`src/rtl/mem_block_mover_if.sv`:
```
// Bundles the request, status and data-memory bus signals of the block mover.
// The master side is the mover; the slave side is the CPU/memory environment.
interface mem_block_mover_if #(
  parameter int LEN_W = 11
);
  logic             start;
  logic             mode;
  logic [31:0]      src_addr;
  logic [31:0]      dst_addr;
  logic [LEN_W-1:0] len;
  logic [31:0]      fill_val;
  logic             abort;
  logic             busy;
  logic             done;
  logic             aborted;
  logic [LEN_W-1:0] words_done;
  logic [31:0]      checksum;
  logic             MEMRead;
  logic             MEMWrite;
  logic [31:0]      ADDR;
  logic [31:0]      WD;
  logic [31:0]      RD;

  modport master (
    input  start, mode, src_addr, dst_addr, len, fill_val, abort, RD,
    output busy, done, aborted, words_done, checksum, MEMRead, MEMWrite, ADDR, WD
  );

  modport slave (
    output start, mode, src_addr, dst_addr, len, fill_val, abort, RD,
    input  busy, done, aborted, words_done, checksum, MEMRead, MEMWrite, ADDR, WD
  );
endinterface

```
`src/rtl/mem_block_mover.sv`:
```
// Block copy / fill engine driving the data-memory port (1-cycle read latency).
// Optional macro MEM_MOVER_CHECKSUM_EN enables a running sum of written words.
module mem_block_mover #(
  parameter int MAX_LEN = 1024,
  parameter int LEN_W   = 11
) (
  input  logic               clk_50,
  input  logic               rst,
  mem_block_mover_if.master  bus
);

  typedef enum logic [1:0] {S_IDLE, S_READ, S_WRITE, S_DONE} state_e;

  state_e           state_q, state_d;
  logic [31:0]      src_ptr_q, dst_ptr_q, step_q, fill_q;
  logic [LEN_W-1:0] rem_q, wdone_q;
  logic             mode_q, abort_pend_q, aborted_q;

  logic [LEN_W-1:0] len_c;
  logic [31:0]      src_a, dst_a, span;
  logic             desc, start_go, stop;
  logic [31:0]      wd_val;

  // Request decode: clamp length, align addresses, pick copy direction so
  // an overlapping forward move does not overwrite unread source words.
  always_comb begin
    len_c    = (bus.len > LEN_W'(MAX_LEN)) ? LEN_W'(MAX_LEN) : bus.len;
    src_a    = bus.src_addr & 32'hFFFF_FFFC;
    dst_a    = bus.dst_addr & 32'hFFFF_FFFC;
    span     = {{(32-LEN_W-2){1'b0}}, len_c, 2'b00};
    desc     = !bus.mode && (dst_a > src_a) && (dst_a < src_a + span);
    start_go = (state_q == S_IDLE) && bus.start;
    stop     = (rem_q == LEN_W'(1)) || bus.abort || abort_pend_q;
  end

  always_ff @(posedge clk_50 or posedge rst) begin
    if (rst) state_q <= S_IDLE;
    else     state_q <= state_d;
  end

  always_comb begin
    state_d = state_q;
    case (state_q)
      S_IDLE:  if (bus.start) state_d = (len_c == '0) ? S_DONE :
                                        (bus.mode ? S_WRITE : S_READ);
      S_READ:  state_d = S_WRITE;
      S_WRITE: state_d = stop ? S_DONE : (mode_q ? S_WRITE : S_READ);
      S_DONE:  state_d = S_IDLE;
      default: state_d = S_IDLE;
    endcase
  end

  assign wd_val = mode_q ? fill_q : bus.RD;

  always_comb begin
    bus.MEMRead  = 1'b0;
    bus.MEMWrite = 1'b0;
    bus.ADDR     = '0;
    bus.WD       = '0;
    bus.busy     = 1'b0;
    bus.done     = 1'b0;
    case (state_q)
      S_READ: begin
        bus.MEMRead = 1'b1;
        bus.ADDR    = src_ptr_q;
        bus.busy    = 1'b1;
      end
      S_WRITE: begin
        bus.MEMWrite = 1'b1;
        bus.ADDR     = dst_ptr_q;
        bus.WD       = wd_val;
        bus.busy     = 1'b1;
      end
      S_DONE:  bus.done = 1'b1;
      default: ;
    endcase
  end

  always_ff @(posedge clk_50 or posedge rst) begin
    if (rst) begin
      src_ptr_q    <= '0;
      dst_ptr_q    <= '0;
      step_q       <= '0;
      fill_q       <= '0;
      rem_q        <= '0;
      wdone_q      <= '0;
      mode_q       <= 1'b0;
      abort_pend_q <= 1'b0;
      aborted_q    <= 1'b0;
    end else if (start_go) begin
      src_ptr_q    <= desc ? src_a + span - 32'd4 : src_a;
      dst_ptr_q    <= desc ? dst_a + span - 32'd4 : dst_a;
      step_q       <= desc ? 32'hFFFF_FFFC : 32'd4;
      fill_q       <= bus.fill_val;
      rem_q        <= len_c;
      wdone_q      <= '0;
      mode_q       <= bus.mode;
      abort_pend_q <= 1'b0;
      aborted_q    <= 1'b0;
    end else if (state_q == S_READ) begin
      // The word already being read still gets written before stopping.
      if (bus.abort) abort_pend_q <= 1'b1;
    end else if (state_q == S_WRITE) begin
      src_ptr_q <= src_ptr_q + step_q;
      dst_ptr_q <= dst_ptr_q + step_q;
      rem_q     <= rem_q - LEN_W'(1);
      wdone_q   <= wdone_q + LEN_W'(1);
      if (stop) aborted_q <= bus.abort || abort_pend_q;
    end
  end

  assign bus.words_done = wdone_q;
  assign bus.aborted    = aborted_q;

`ifdef MEM_MOVER_CHECKSUM_EN
  logic [31:0] checksum_q;

  always_ff @(posedge clk_50 or posedge rst) begin
    if (rst)                        checksum_q <= '0;
    else if (start_go)              checksum_q <= '0;
    else if (state_q == S_WRITE)    checksum_q <= checksum_q + wd_val;
  end

  assign bus.checksum = checksum_q;
`else
  assign bus.checksum = '0;
`endif

endmodule
```
`src/flat_wrapper.sv`:
```
// flat-port wrapper written by rule: the top's interface ports become plain ports
module mem_block_mover_flat 
#(
  parameter int MAX_LEN = 1024,
  parameter int LEN_W   = 11
)
  (clk_50, rst, bus_start, bus_mode, bus_src_addr, bus_dst_addr, bus_len, bus_fill_val, bus_abort, bus_RD, bus_busy, bus_done, bus_aborted, bus_words_done, bus_checksum, bus_MEMRead, bus_MEMWrite, bus_ADDR, bus_WD);
  mem_block_mover_if #(.LEN_W(LEN_W)) bus_i ();
  input  logic clk_50;
  input  logic rst;
  input wire logic [$bits(bus_i.start)-1:0] bus_start;
  input wire logic [$bits(bus_i.mode)-1:0] bus_mode;
  input wire logic [$bits(bus_i.src_addr)-1:0] bus_src_addr;
  input wire logic [$bits(bus_i.dst_addr)-1:0] bus_dst_addr;
  input wire logic [$bits(bus_i.len)-1:0] bus_len;
  input wire logic [$bits(bus_i.fill_val)-1:0] bus_fill_val;
  input wire logic [$bits(bus_i.abort)-1:0] bus_abort;
  input wire logic [$bits(bus_i.RD)-1:0] bus_RD;
  output wire logic [$bits(bus_i.busy)-1:0] bus_busy;
  output wire logic [$bits(bus_i.done)-1:0] bus_done;
  output wire logic [$bits(bus_i.aborted)-1:0] bus_aborted;
  output wire logic [$bits(bus_i.words_done)-1:0] bus_words_done;
  output wire logic [$bits(bus_i.checksum)-1:0] bus_checksum;
  output wire logic [$bits(bus_i.MEMRead)-1:0] bus_MEMRead;
  output wire logic [$bits(bus_i.MEMWrite)-1:0] bus_MEMWrite;
  output wire logic [$bits(bus_i.ADDR)-1:0] bus_ADDR;
  output wire logic [$bits(bus_i.WD)-1:0] bus_WD;
  assign bus_i.start = bus_start;
  assign bus_i.mode = bus_mode;
  assign bus_i.src_addr = bus_src_addr;
  assign bus_i.dst_addr = bus_dst_addr;
  assign bus_i.len = bus_len;
  assign bus_i.fill_val = bus_fill_val;
  assign bus_i.abort = bus_abort;
  assign bus_i.RD = bus_RD;
  assign bus_busy = bus_i.busy;
  assign bus_done = bus_i.done;
  assign bus_aborted = bus_i.aborted;
  assign bus_words_done = bus_i.words_done;
  assign bus_checksum = bus_i.checksum;
  assign bus_MEMRead = bus_i.MEMRead;
  assign bus_MEMWrite = bus_i.MEMWrite;
  assign bus_ADDR = bus_i.ADDR;
  assign bus_WD = bus_i.WD;
  mem_block_mover #(.MAX_LEN(MAX_LEN), .LEN_W(LEN_W)) u_core (.clk_50(clk_50), .rst(rst), .bus(bus_i));
endmodule
```
`config.mk`:
```
export PLATFORM = sky130hd
export DESIGN_NAME = mem_block_mover_flat
export DESIGN_NICKNAME = d
export VERILOG_FILES = /design/src/rtl/mem_block_mover_if.sv /design/src/rtl/mem_block_mover.sv /design/src/flat_wrapper.sv
export SDC_FILE = /design/constraint.sdc
export NUM_CORES = 1
export LEC_CHECK = 0
export CORE_ASPECT_RATIO = 1.2
export CORE_MARGIN = 2
export CORE_UTILIZATION = 56
export CTS_BUF_LIST = sky130_fd_sc_hd__clkbuf_16
export CTS_CLUSTER_DIAMETER = 40
export DETAILED_ROUTE_END_ITERATION = 12
export PLACE_DENSITY = 0.86
export SYNTH_ARGS = -nofsm -noshare
export SYNTH_HDL_FRONTEND = slang
export SYNTH_SLANG_ARGS = --single-unit
```
`constraint.sdc`:
```
create_clock -name clk_50 -period 5.84 [get_ports clk_50]
set_input_delay 1.168 -clock clk_50 [delete_from_list [all_inputs] [get_ports clk_50]]
set_output_delay 1.168 -clock clk_50 [all_outputs]
set_load 0.01 [all_outputs]
```
==> impl_metrics.toml, run 1 <==
[synth]
yosysTopAreaCell = "dfrtp_1"
synth.yosys.seq_area_share_pct = 20.01
synth_enable_flop_cells = 0
yosys.cell_count.top_type = "nand2_1"
postSynthAreaPerCell_um2 = 7.575
synth_cells = 1997
synth_commonest_cells = "nand2_1, ha_1, a21oi_1"
ys_ff_latch = 121
synth_top_flop_cell = "dfrtp_1"
async_flop_share_pct = 100.0
synth_top_area_share_pct = 20.01
ys_types = 90
yosysWarnings = 0
syn-cell-area_um2 = 15130
synth_area_leaders = "dfrtp_1, ha_1, nand2_1"

[finish]
diodes = 0
nets = 2678
area_growth_pct = 31.76
finalInstanceArea_um2 = 19930
utilization_pct = 75.41
drive_above_1_share_pct = 14.27
fillCellCount = 1940

[global_routing]
grt-ovfl-total = 0
first_global_vias = 16228
grt_use_total_pct = 35.46
antenna_found_initial = 0
grt_start_max_net_pins = 89
grt_first_pass_wirelength_mm = 80.99

[pwr]
p_leak_nw = 9.084
p_comb_share_pct = 69.1
seqPwrFrac_pct = 18.3
power_frac_clock_pct = 12.5
finalPower_mw = 8.813
p_int_mw = 4.603
ir_drop_uv = 277.4
p_per_area_nw_per_um2 = 442.1
p_sw_mw = 4.209
sw_frac_of_total_pct = 47.76

[worst_setup_path]
critPathMaxFanout = 12
timing.rr.start = "u_core.step_q[30]"
critical_path.startpoint = "bus_src_addr[6]"
worstPathArrival_ns = 6.04
cp-end-kind = "flop"
startpoint_type = "input pin"
rrSetupSlack_ns = 1.59
rr_endpoint = "u_core.dst_ptr_q[31]"
path_class = "input pin to flop"
crit_required_ns = 6.13
crit_path_end = "u_core.src_ptr_q[24]"
r2r_cells = 12

[route]
drtIter0Drc = 1445
dr.pass1.iters = 10
viasPerCell = 6.271
drc = 1
vias = 16950
wl_mm = 52.36
ant_nets = 0
drt-wirelength-per-cell_um = 19.37

[sta]
finalSetupTns_ns = 0
slew-limit-headroom_pct = 27.90
min_period_ns = 5.755
hold_ws_ns = 0.4736
hold_viol = 0
tightest_slew_ns = 1.081
maxSlewViolCount = 0
setup_viol_count_final = 0
max_freq_mhz = 173.8
fin_skew_ns = 0.009503
timing.final.crit_share_pct = 98.55

[clocking]
cts_root_buf = "clkbuf_16"
htreeDepth = 4
cts_num_sinks = 121
clkSlewWorstSetupHoldPaths_ns = 0.06
cts_tree = "yes"
post_cts_hold_buffer_count = 0
cts_buffers = 17
worst_skew_pair.late_latency_ns = 0.43
clockBufferDepth = 2

[worst_hold_path]
hold_path_class = "flop to flop"
whs_path_depth = 2

[placement]
dp_hpwl_mm = 38.84
place_area_um2 = 18720
port_buffers = 217
place_congestion = 0.9872

[die]
row_count = 65
start_util_pct = 57.24
design.portCount = 256
core_region_area_um2 = 26430
die_w_um = 154.0
die_h_um = 184.1
dieArea_um2 = 28350

[outcome]
violations = "DRC"
run_status = "finished with violations"

[job]
cap_violations = 0
## repair_timing
item | in CTS | in global routing
resized for setup | 12 | 94
endpoints found under the setup margin | 61 | 60
pin swaps | 11 | 40
gates cloned | 2 | 1
setup buffers | 3 | 13
## critical path: stages
cell and delay (ns):
clkdlybuf4s50_1 0.51, ha_4 0.35, nor3_1 0.07, nor2_2 0.21, nand3_4 0.13, a211o_1 0.32
or4_4 0.50, xnor2_2 0.16, ha_1 0.33, nand4_1 0.22, nor4_2 0.28, buf_4 0.16
o211ai_1 0.08, and4b_1 0.18, o211ai_1 0.15, a211oi_4 0.08, buf_4 0.15, buf_6 0.12
buf_12 0.14, buf_4 0.15, buf_4 0.14, o32a_1 0.27, o21ai_1 0.09, a21oi_1 0.07
## per-stage QoR
step | setup WS, ns | std cells
final | 0.08461 | 2703
after global routing | -0.1251 | 2703
after floorplan | 0.05313 | 2030
after CTS | -0.001182 | 2689
after global placement | -0.8165 | 2652
after detailed placement | -0.9565 | 2652
## power by group through the flow
stage	clock network [mW]	logic (mW)	registers, mW
floorplan	0	4.11	1.48
global placement	0	5.55	1.57
detailed placement	0	5.78	1.60
CTS	1.11	5.88	1.59
global route	1.14	6.63	1.65
finish	1.10	6.09	1.62
## final cells by class
type / instances / area, um^2 / share of cell area [%]
multi-input cells: 1666 / 11540 / 57.89
repair buffers: 421 / 3849 / 19.31
flip-flops and latches: 121 / 3030 / 15.20
inverters: 128 / 485.5 / 2.436
clock buffers: 17 / 425.4 / 2.134
well taps: 335 / 419.2 / 2.103
clock inverters: 15 / 185.2 / 0.9290
## how the worst min path moves through the flow
stage	from	endpoint	slack (ns)
after global placement	u_core.fill_q[7]	u_core.fill_q[7]	0.46
after global routing	u_core.fill_q[10]	u_core.fill_q[10]	0.49
final	u_core.fill_q[28]	u_core.fill_q[28]	0.47
after CTS	u_core.fill_q[28]	u_core.fill_q[28]	0.48
after floorplan	u_core.fill_q[0]	u_core.fill_q[0]	0.45
after detailed placement	u_core.fill_q[28]	u_core.fill_q[28]	0.47
## registers in the layout, indices dropped and copies added (netlist names)
name,cells
u_core.abort_pend_q,1
u_core.state_q,2
u_core.mode_q,1
u_core.src_ptr_q,30
u_core.bus.aborted,1
u_core.bus.words_done,11
u_core.fill_q,32
u_core.rem_q,11
u_core.step_q,2
u_core.dst_ptr_q,30
## cells by family after synthesis
logic type               Yosys count  share of synthesized area (%)
flip-flops                       121                          20.01
adder cells (fa/ha/maj)          179                          15.00
AND/OR/NAND/NOR                  687                          21.78
multiplexers                      47                          3.110
other                              1                        0.02479
AO/OA/AOI/OAI                    602                          26.20
XOR/XNOR                         117                          6.865
buffers and inverters            243                          7.005
## layer usage
| layer | track usage [%] | up-vias | routed length [um] |
|---|---|---|---|
| met4 | 20.00 | 0 | 2879 |
| met1 | 42.05 | 7888 | 19950 |
| li1 | - | 7869 | - |
| met3 | 6.695 | 206 | 4870 |
| met5 | 0 | - | 0 |
| met2 | 60.36 | 987 | 24660 |
## cells in the final DEF, fill, tap and decap left out, types with 42 or more instances in the layout
master,count
a21o_1,42
a21oi_1,158
buf_4,191
clkdlybuf4s50_1,204
dfrtp_1,119
ha_1,165
inv_1,119
mux2i_1,43
nand2_1,229
nor2_1,155
nor2b_1,77
o21ai_0,82
o21ai_1,47
xnor2_1,86
Power figures use the tool's default switching activity.
==> run 2, diff against run 1 <==
--- a/config.mk
+++ b/config.mk
@@ -7,11 +7,12 @@
 export LEC_CHECK = 0
 export CORE_ASPECT_RATIO = 1.2
 export CORE_MARGIN = 2
-export CORE_UTILIZATION = 56
+export CORE_UTILIZATION = 67
 export CTS_BUF_LIST = sky130_fd_sc_hd__clkbuf_16
 export CTS_CLUSTER_DIAMETER = 40
 export DETAILED_ROUTE_END_ITERATION = 12
-export PLACE_DENSITY = 0.86
+export DONT_BUFFER_PORTS = 1
+export PLACE_DENSITY = 0.85
 export SYNTH_ARGS = -nofsm -noshare
 export SYNTH_HDL_FRONTEND = slang
 export SYNTH_SLANG_ARGS = --single-unit
==> run 2 against run 1 <==
Against the previous run:
- the flow now finishes without violations
- register-to-register slack gained 0.15 ns
- final area shrank 16%
- sequential share of layout area grew 2.8 points
- clock skew grew 0.0036 ns
- total power shrank 7.9%
- global-route usage grew 2.3 points
- clock power grew 4%
- combinational power shrank 12%
- via count shrank 8.1%
- setup slack gained 0.057 ns
==> impl_metrics.toml, run 2 (synthesis gave the netlist of run 1 again) <==
[outcome]
run_status = "finished clean"

[finish]
final_common_cell = "nand2_1"
finalInstanceArea_um2 = 16810
fin_cells = 2358
largest_reg_flops = 32
reg.largest.list = "u_core.fill_q: 32 flops, u_core.dst_ptr_q: 30 flops, u_core.src_ptr_q: 30 flops"
final_cell_mix = "nand2_1, ha_1, a21oi_1"
nets = 2389
fillCellCount = 1678
diodes = 0
regArea_um2 = 3030
top_register = "u_core.fill_q"
drive_above_1_share_pct = 10.29
utilization_pct = 75.40
area_growth_pct = 11.12
multi_input_comb_area_um2 = 11280

[pwr]
ir_drop_uv = 318.9
p_leak_nw = 7.769
finalPower_mw = 8.117
p_per_area_nw_per_um2 = 482.8

[placement]
dp_hpwl_mm = 35.45
place_ws_ns = -0.4188
place_congestion = 0.9721
place_area_um2 = 16010
dp_cells = 2319
port_buffers = 0

[die]
die_h_um = 168.6
start_util_pct = 67.85
design.portCount = 256
core_region_area_um2 = 22300
row_count = 60
dieArea_um2 = 23800
die_w_um = 141.2

[global_routing]
grt_start_max_net_pins = 58
grt_use_total_pct = 37.74
grt-ovfl-total = 0
first_global_vias = 14696
antenna_found_initial = 0
grt_first_pass_wirelength_mm = 72.67

[worst_setup_path]
crit_path_top_delay_cell = "a221oi_1"
slowest_delay_ns = 0.37
critPathMaxFanout = 10
critical_path.startpoint = "bus_len[10]"
path_class = "input pin to flop"
startpoint_type = "input pin"
worstPathArrival_ns = 6.05
timing.rr.start = "u_core.step_q[30]"
crit_top_cell = "buf_4"
rr_endpoint = "u_core.dst_ptr_q[31]"
r2r_cells = 11
rrSetupSlack_ns = 1.74
cp-end-kind = "flop"
crit_required_ns = 6.20

[route]
drtIter0Drc = 1376
viasPerCell = 6.603
ant_nets = 0
dr.pass1.iters = 7
wl_mm = 46.70
vias = 15570
drc = 0
drt-wirelength-per-cell_um = 19.80

[clocking]
cts_buffers = 17
cts_tree = "yes"
worst_skew_pair.late_latency_ns = 0.43
clockBufferDepth = 2
cts_root_buf = "clkbuf_16"
cts_num_sinks = 121
clkSlewWorstSetupHoldPaths_ns = 0.07
htreeDepth = 4

[sta]
maxSlewViolCount = 0
slew-limit-headroom_pct = 33.15
min_period_ns = 5.699
fin_ws_ns = 0.1415
hold_viol = 0
hold_ws_ns = 0.4768
fin_skew_ns = 0.01310
tightest_slew_ns = 1.003
timing.final.crit_share_pct = 97.58
setup_viol_count_final = 0
finalSetupTns_ns = 0
max_freq_mhz = 175.5

[worst_hold_path]
holdPathEnd = "u_core.fill_q[0]"
holdCritStartpoint = "u_core.fill_q[0]"
whs_path_depth = 2
hold_path_class = "flop to flop"

[job]
cap_violations = 0
run 2: cell types whose count changed in the layout (fill, tap and decap cells not counted), sizes merged:
cell | previous run | this run
clkbuf | 20 | 18
clkinv | 7 | 8
buf | 201 | 131
clkdlybuf4s50 | 204 | 0
inv | 129 | 128
bufbuf | 1 | 0
dlymetal6s2s | 11 | 0
clkdlybuf4s15 | 1 | 0
run 2: worst max-delay path by stage:
stage / to / slack, ns / depth (start not counted)
after floorplan: u_core.src_ptr_q[31] / 0.05 / 25
after global placement: u_core.src_ptr_q[29] / -0.33 / 23
after detailed placement: u_core.src_ptr_q[29] / -0.42 / 25
after CTS: u_core.src_ptr_q[29] / 0.009 / 25
after global routing: u_core.dst_ptr_q[25] / -0.03 / 26
final: u_core.dst_ptr_q[30] / 0.14 / 25
run 2: repair_timing:
| item | in CTS | in global routing |
|---|---|---|
| hold buffers | 0 | 0 |
| buffers inserted | 0 | 6 |
| resized for setup | 0 | 21 |
| setup endpoints to repair | 0 | 55 |
run 2: where the power goes:
group	total [mW]	leakage [nW]	internal (mW)	switching, mW
Clock	1.14	0.299	0.715	0.426
Sequential	1.61	1.45	1.22	0.391
Combinational	5.36	6.02	2.15	3.21
run 2: metal layers:
layer / share of wire (%) / wire length (um) / up-vias / GRT usage (%)
li1: - / - / 7288 / -
met1: 38 / 17800 / 7246 / 45.45
met4: 5.0 / 2351 / 0 / 19.30
met5: 0 / 0 / - / 0
met2: 47 / 21860 / 862 / 63.53
met3: 10 / 4683 / 174 / 8.062
run 2: critical path, delay by kind of cell:
kind	cells	cell delay [ns]
AOI/OAI and AO/OA	11	2.47
buffers and inverters	7	1.05
adders and majority gates	2	0.63
and+or+nand+nor	4	0.59
xor gates and xnor gates	1	0.15
run 2: cell type report:
type / instances / share of cell area (%)
multi-input cells: 1666 / 67.09
flip-flops and latches: 121 / 18.03
repair buffers: 132 / 6.192
inverters: 128 / 2.895
clock buffers: 17 / 2.531
well taps: 279 / 2.077
clock inverters: 15 / 1.191
